`src/rtl/ldr_stream_bridge.sv`:
```
// HPS ioctl download -> core loader bus bridge with a small byte FIFO and a level write handshake.
// Optional LDR_STREAM_CHECKSUM_EN adds ldr_sum, the running sum of bytes handed to the core.
module ldr_stream_bridge #(
  parameter int          DEPTH = 4,
  parameter logic [7:0]  INDEX = 8'h00
) (
  input  logic        clk_sys,
  input  logic        reset_n,
  input  logic        ioctl_download,
  input  logic [7:0]  ioctl_index,
  input  logic        ioctl_wr,
  input  logic [24:0] ioctl_addr,
  input  logic [7:0]  ioctl_dout,
  output logic        ioctl_wait,
  output logic [19:0] ldr_addr,
  output logic [7:0]  ldr_wdat,
  output logic        ldr_oe,
  output logic        ldr_wr,
  input  logic        ldr_ack,
  output logic        ldr_done,
  output logic        ldr_err
`ifdef LDR_STREAM_CHECKSUM_EN
  ,
  output logic [15:0] ldr_sum
`endif
);

  // state   | meaning
  // S_IDLE  | waiting for a download aimed at INDEX
  // S_LOAD  | download active, bytes pushed into the FIFO
  // S_DRAIN | download ended, FIFO emptying to the core
  // S_DONE  | load complete, held until reset
  typedef enum logic [1:0] {S_IDLE, S_LOAD, S_DRAIN, S_DONE} state_t;

  localparam int PW = (DEPTH > 1) ? $clog2(DEPTH) : 1;
  localparam int CW = PW + 1;

  state_t        state_q, state_d;
  logic          dl_q;
  logic [27:0]   mem_q [DEPTH];
  logic [PW-1:0] wr_ptr_q, rd_ptr_q;
  logic [CW-1:0] count_q, count_d;
  logic          wr_q, err_q;
  logic [19:0]   addr_q;
  logic [7:0]    wdat_q;

  logic dl_rise, dl_fall, full, empty, addr_ok, strobe_ok, push, drop, pop;

  always_comb begin
    dl_rise   = ioctl_download & ~dl_q;
    dl_fall   = ~ioctl_download & dl_q;
    full      = (count_q == CW'(DEPTH));
    empty     = (count_q == '0);
    addr_ok   = (ioctl_addr[24:20] == 5'd0);
    strobe_ok = (state_q == S_LOAD) & ioctl_wr;
    push      = strobe_ok & addr_ok & ~full;
    drop      = strobe_ok & (~addr_ok | full);
    // A new write only starts once the previous ack has been released.
    pop       = ~wr_q & ~ldr_ack & ~empty;
  end

  always_comb begin
    state_d = state_q;
    case (state_q)
      S_IDLE:  if (dl_rise && ioctl_index == INDEX) state_d = S_LOAD;
      S_LOAD:  if (dl_fall) state_d = S_DRAIN;
      S_DRAIN: if (empty && !wr_q && !ldr_ack) state_d = S_DONE;
      S_DONE:  state_d = S_DONE;
      default: state_d = S_IDLE;
    endcase
  end

  always_comb begin
    count_d = count_q;
    case ({push, pop})
      2'b10:   count_d = count_q + CW'(1);
      2'b01:   count_d = count_q - CW'(1);
      default: count_d = count_q;
    endcase
  end

  always_ff @(posedge clk_sys or negedge reset_n) begin
    if (!reset_n) state_q <= S_IDLE;
    else          state_q <= state_d;
  end

  always_ff @(posedge clk_sys or negedge reset_n) begin
    if (!reset_n) begin
      dl_q     <= 1'b0;
      wr_ptr_q <= '0;
      rd_ptr_q <= '0;
      count_q  <= '0;
      wr_q     <= 1'b0;
      err_q    <= 1'b0;
      addr_q   <= '0;
      wdat_q   <= '0;
    end else begin
      dl_q    <= ioctl_download;
      count_q <= count_d;
      if (push) wr_ptr_q <= wr_ptr_q + PW'(1);
      if (drop) err_q <= 1'b1;
      if (pop) begin
        rd_ptr_q <= rd_ptr_q + PW'(1);
        addr_q   <= mem_q[rd_ptr_q][27:8];
        wdat_q   <= mem_q[rd_ptr_q][7:0];
        wr_q     <= 1'b1;
      end else if (ldr_ack) begin
        wr_q <= 1'b0;
      end
    end
  end

  always_ff @(posedge clk_sys) begin
    if (push) mem_q[wr_ptr_q] <= {ioctl_addr[19:0], ioctl_dout};
  end

`ifdef LDR_STREAM_CHECKSUM_EN
  logic [15:0] sum_q;

  always_ff @(posedge clk_sys or negedge reset_n) begin
    if (!reset_n)  sum_q <= '0;
    else if (pop)  sum_q <= sum_q + 16'(mem_q[rd_ptr_q][7:0]);
  end

  assign ldr_sum = sum_q;
`endif

  assign ioctl_wait = (count_q >= CW'(DEPTH - 1));
  assign ldr_addr   = addr_q;
  assign ldr_wdat   = wdat_q;
  assign ldr_wr     = wr_q;
  assign ldr_err    = err_q;
  assign ldr_oe     = (state_q == S_LOAD) || (state_q == S_DRAIN);
  assign ldr_done   = (state_q == S_DONE);

endmodule

```
`config.mk`:
```
export PLATFORM = sky130hd
export DESIGN_NAME = ldr_stream_bridge
export DESIGN_NICKNAME = d
export VERILOG_FILES = /design/src/rtl/ldr_stream_bridge.sv
export SDC_FILE = /design/constraint.sdc
export NUM_CORES = 1
export LEC_CHECK = 0
export ABC_AREA = 1
export BUFFER_PORTS_ARGS = -buffer_cell sky130_fd_sc_hd__clkbuf_2
export CAP_MARGIN = 20
export CORE_MARGIN = 4
export CORE_UTILIZATION = 58
export CTS_CLUSTER_SIZE = 40
export DETAILED_ROUTE_END_ITERATION = 10
export PLACE_DENSITY = 0.8
export SLEW_MARGIN = 0
export SYNTH_ARGS = -nofsm -noshare
export SYNTH_HDL_FRONTEND = slang
export SYNTH_SLANG_ARGS = --single-unit
```
`constraint.sdc`:
```
create_clock -name clk_sys -period 5.7 [get_ports clk_sys]
set_clock_uncertainty 0.2 [all_clocks]
set_input_delay 1.71 -clock clk_sys [delete_from_list [all_inputs] [get_ports clk_sys]]
set_output_delay 1.71 -clock clk_sys [all_outputs]
set_load 0.005 [all_outputs]
```
Word level (Yosys, flattened, before mapping) --
Memory sizes are Yosys's and may differ from the RTL's. A register that Yosys moved wholly into a read port is not among the register bits. Cells that the tools add are included. Widths: inputs -> output; s select.
Operators by class: muxes and demuxes 9, bitwise logic cells 16, div/mod/pow operators 0, eq/ne operators 9, multiply operators 0, $add $sub $neg 4, order comparisons 1, reductions and logical operators 14, shifts and indexed selects 0
Operators with widths (number):
- $and 1x1->1 | 8
- $logic_not 8->1 | 1
- $pmux 2 s4 | 1
- $not 1->1 | 7
- $eq 2x2->1 const B | 3
- $mux 2 | 3
- $ne 2x2->1 const B | 3
- $pmux 3 s2 | 1
- $logic_not 5->1 | 1
- $add 2x1->2 const B | 2
- $eq 2x1->1 const B | 2
- $mux 1 | 4
- $reduce_bool 2->1 | 2
- $add 3x1->3 const B | 1
- $eq 3x3->1 const B | 1
- $ge 3x2->1 const B | 1
- $logic_and 1x1->1 | 3
- $logic_not 1->1 | 3
- $logic_not 3->1 | 1
- $reduce_and 3->1 | 1
- $sub 3x1->3 const B | 1
- $logic_not 2->1 | 1
- $logic_or 1x1->1 | 1
- $or 1x1->1 | 1
Storage, ports and cells: memories 1, memory bits (writable) 112, word-level logic and storage cells 61, bits of input ports 46, output and inout bits 33, register bits 12, memory bits (read-only) 0, bits in latches 0
Memory list:
- mem_q | depth 4, bits a word 28, rd ports 1, clocked after Yosys merged registers in 1, write ports 1, line 40 | logic [27:0] mem_q [DEPTH];

Depth between registers and ports, before layout --
depth after elaboration 6, gate-level depth with buffers 11, mapped depth without buffers 11

Worst setup path before layout --
OpenSTA, ideal clock, no wires.
kind input port to flip-flop, from input port ioctl_addr[23], to memory mem_q[0][0], enable pin, buffers on the path 0, library setup time 413 ps, slack 1595 ps, arrival time 3492 ps, cell stages on the path 5, required time 5087 ps, path through nor3_1 nand2_1 nor2_1 nand2_1 nor2_1
On the way: cells in the longest elaborated chain, start to end 5
Ends and longest elaborated chain:
- start: declaration | line 12 | input logic [24:0] ioctl_addr,
- $logic_not 5->1 | line 54 | addr_ok = (ioctl_addr[24:20] == 5'd0);
- $and 1x1->1 (2 in a row) | line 56 | push = strobe_ok & addr_ok & ~full;
- $mux 1 | line 114 | if (push) mem_q[wr_ptr_q] <= {ioctl_addr[19:0], ioctl_dout};
- $mux 1 (implied by the code) | line 114
- end: declaration | line 40
Every way passes these cells.

Worst setup path after layout --
from input port ldr_ack, to register count_q[2]
On the way: cells in the longest elaborated chain, start to end 5
Ends and longest elaborated chain:
- start: declaration | line 19 | input logic ldr_ack,
- $not 1->1 (*) | line 59 | pop = ~wr_q & ~ldr_ack & ~empty;
- $and 1x1->1 (*) (2 in a row) | line 59
- $eq 2x1->1 / $eq 2x2->1 (equally long branches) | line 75 | case ({push, pop})
- $pmux 3 s2 / $reduce_bool 2->1 (equally long branches)
- end signal: assignment | line 99 | count_q <= count_d;
- end: declaration | line 42 | logic [CW-1:0] count_q, count_d;
Every way passes the cells marked *; elsewhere a longest branch is shown, timed or not. A chain may end at the register's enable or synchronous reset.

==> results.txt <==
Static leakage - 2.68 nW
Worst Max-Slew Pin Slew - 1.01 ns
Pwr dens - 481 nW/um^2
Boundary pin count - 79
CTS Hold Buffers Added - 0
Max clock buf depth - 2
Hold Startpoint - ldr_err
Buffers added on ports - 78
Die area - 11900 sq um
Post-Syn Nets - 537
Initial antenna violation count - 0
Hold Slack - 0.289 ns
Clock-pin transition on the worst setup and hold timing paths - 0.06 ns
Vias - 3755
Crit. End Element - flop
Grt total ovfl - 0
Layout cell share with drive strength beyond 1 - 0.214
H-tree depth - 4
Post-synthesis simple-gate area fraction - 0.117
Post-synthesis xor/xnor area fraction - 0.00443
CP arrival - 3.71 ns
Design Area, Final - 7020 sq um
Avg Inst Size Synth - 12.3 sq um
Vias per inst - 5.33
Yosys cell types - 24
Status - finished clean
TritonCTS clock tree - yes
Compound-Gate Fraction of Synth Area - 0.0843
Flops & latches, synth - 152
HP Class - reg2reg
TritonRoute pass-1 iters - 5
Post-synth top area share - 0.567
Synthesis-to-layout area growth - 18.2%
DRC violations left - 0
Largest net degree at the start of global routing - 59
Post-Route Setup TNS - 0 ns
CP required - 5.90 ns
# Post-CTS Setup Buffers - 0
Tot GR Track Use - 0.207
Clk sink count - 152
Total CTS buffers - 17
Crit path max fanout - 58
Row Count - 36
Post-synthesis cell count - 481
Final Hold Viols - 0
Vias in the first global route - 3783
Setup violation total in the final timing report - 0
Mux cell area share after synthesis - 0
Leading area contributor after synthesis - edfxtp_1
Adder-cell share of the synthesized area - 0.0223
Slew margin rel. - 0.324
HPWL after detailed placement - 6790 um
Root buffer cell - clkbuf_8
RSZ-0062 raised after global routing - no
Mapped Area - 5930 sq um
Placed cell area - 6390 sq um
Final nets - 614
Total Wirelength - 11500 um
Post-cts resize count - 0
Initial core utilization - 0.602
DR iter-0 viols - 191
Period minus WS final - 3.51 ns
Worst setup SP type - input port
Reg2Reg Capture Point - count_q[2]
Achievable Freq - 285 MHz
Chip Height - 109 um
Fillcell total - 615
Period Utilization, post-route - 0.616
Setup CP Type - in2reg
Top cells by area, synth - edfxtp_1 (57%), dfrtp_1 (17%), nor2_1 (9.9%)
Max-Cap Viols - 0
ANT nets after route - 0
Skew-Pair Late Insertion Delay - 0.52 ns
Core area - 9860 sq um
Register area share after synthesis - 0.735
Yosys warning count - 0
R2R cell count - 10
Ant diodes - 0
Max-slew violations - 0
Largest family of logic cells by synthesized area - simple AND/OR/NAND/NOR gates
Hold endpoint - ldr_err
Hold path cells - 1
First-pass GRT wire length - 18300 um
Peak supply drop - 256 uV
RD Place Congestion - 0.777
R2r setup slk - 3.06 ns
R2r startpoint - ldr_wr
Die W - 109 um
Routed wire per std cell - 16.3 um
[flip-flops by register name, indices dropped and copies added (netlist names)]
signal,count
state_q,2
dl_q,1
ldr_err,1
wr_ptr_q,2
ldr_wdat,8
mem_q,112
ldr_addr,20
rd_ptr_q,2
count_q,3
ldr_wr,1
[cells by family (layout without fill, tap and decap cells)]
group | Yosys count | count (layout)
flip-flops | 152 | 152
AO/OA/AOI/OAI | 92 | 92
XOR/XNOR | 3 | 3
AND/OR/NAND/NOR | 182 | 182
buffers and inverters | 42 | 132
adder cells (fa/ha/maj) | 10 | 10
[synthesized netlist by cell type]
cell / count
edfxtp_1: 112
clkbuf_1: 5
ha_1: 9
a21oi_1: 3
nor2_2: 1
xor2_1: 2
nor2_1: 157
xnor2_1: 1
buf_1: 1
o21bai_1: 2
o21ai_1: 6
buf_4: 4
o21ai_0: 53
buf_6: 4
fa_1: 1
nand3_1: 5
inv_1: 16
a31oi_1: 28
buf_2: 9
nand2_2: 1
dfrtp_1: 40
nand2_1: 16
inv_2: 3
nor3_1: 2
[stage by stage]
stage | power (mW) | util | cells | setup slack, ns
2_1_floorplan | 2.02 | - | 481 | 1.59
3_3_place_gp | 2.24 | 0.648 | 670 | 1.77
3_5_place_dp | 2.30 | 0.648 | 670 | 1.67
4_1_cts | 3.37 | 0.706 | 702 | 2.21
5_1_grt | 3.57 | 0.711 | 704 | 2.03
6_report | 3.37 | 0.711 | 704 | 2.19
[worst max path at each step]
stage / startpoint / end / slack, ns / cells after the start
after floorplan: ioctl_addr[23] / mem_q[0][0] / 1.59 / 5
after global placement: ldr_ack / count_q[2] / 1.77 / 11
after detailed placement: ldr_ack / count_q[2] / 1.67 / 11
after CTS: ldr_ack / count_q[2] / 2.21 / 11
after global routing: ldr_ack / count_q[2] / 2.03 / 11
final: ldr_ack / count_q[2] / 2.19 / 11
[cells in the final DEF (no fill, tap or decap), types with 6 or more instances in the layout]
cell type / instances
o21ai_1: 6
clkbuf_16: 16
o21ai_0: 53
clkbuf_2: 78
nor2_1: 153
a31oi_1: 28
dfrtp_1: 39
ha_1: 9
inv_1: 16
edfxtp_1: 112
nand2_1: 16
[report_power, final]
group          switching [mW]  internal [mW]  leakage [nW]
Sequential              0.158           1.32          1.45
Clock                   0.416          0.654         0.284
Combinational           0.485          0.338         0.947
Total                    1.06           2.31          2.68
[final cells by class]
cell class	count	area, sq um	area share
multi-input combinational	287	1390	0.198
tap	133	166	0.0237
clock inverter	12	125	0.0178
inverter	19	71.3	0.0102
sequential	152	4370	0.622
timing repair buffer	81	445	0.0635
clock buffer	20	455	0.0649
[critical path: stages]
cell,delay [ns]
clkbuf_2,0.09
nor2_1,0.17
nand2_2,0.08
inv_2,0.05
buf_4,0.48
ha_1,0.25
inv_1,0.07
fa_1,0.38
a21oi_1,0.14
o21ai_0,0.11
xor2_1,0.16
[layer usage]
metal / share of wire / vias to the layer above / wire [um] / track usage
met2: 0.54 / 91 / 6250 / 0.370
met4: 0.016 / 0 / 183 / 0.0757
met1: 0.39 / 1832 / 4520 / 0.237
met5: 0 / - / 0 / 0
li1: - / 1816 / - / -
met3: 0.048 / 16 / 547 / 0.0580
Note: power is estimated with default switching activity, not from simulation.
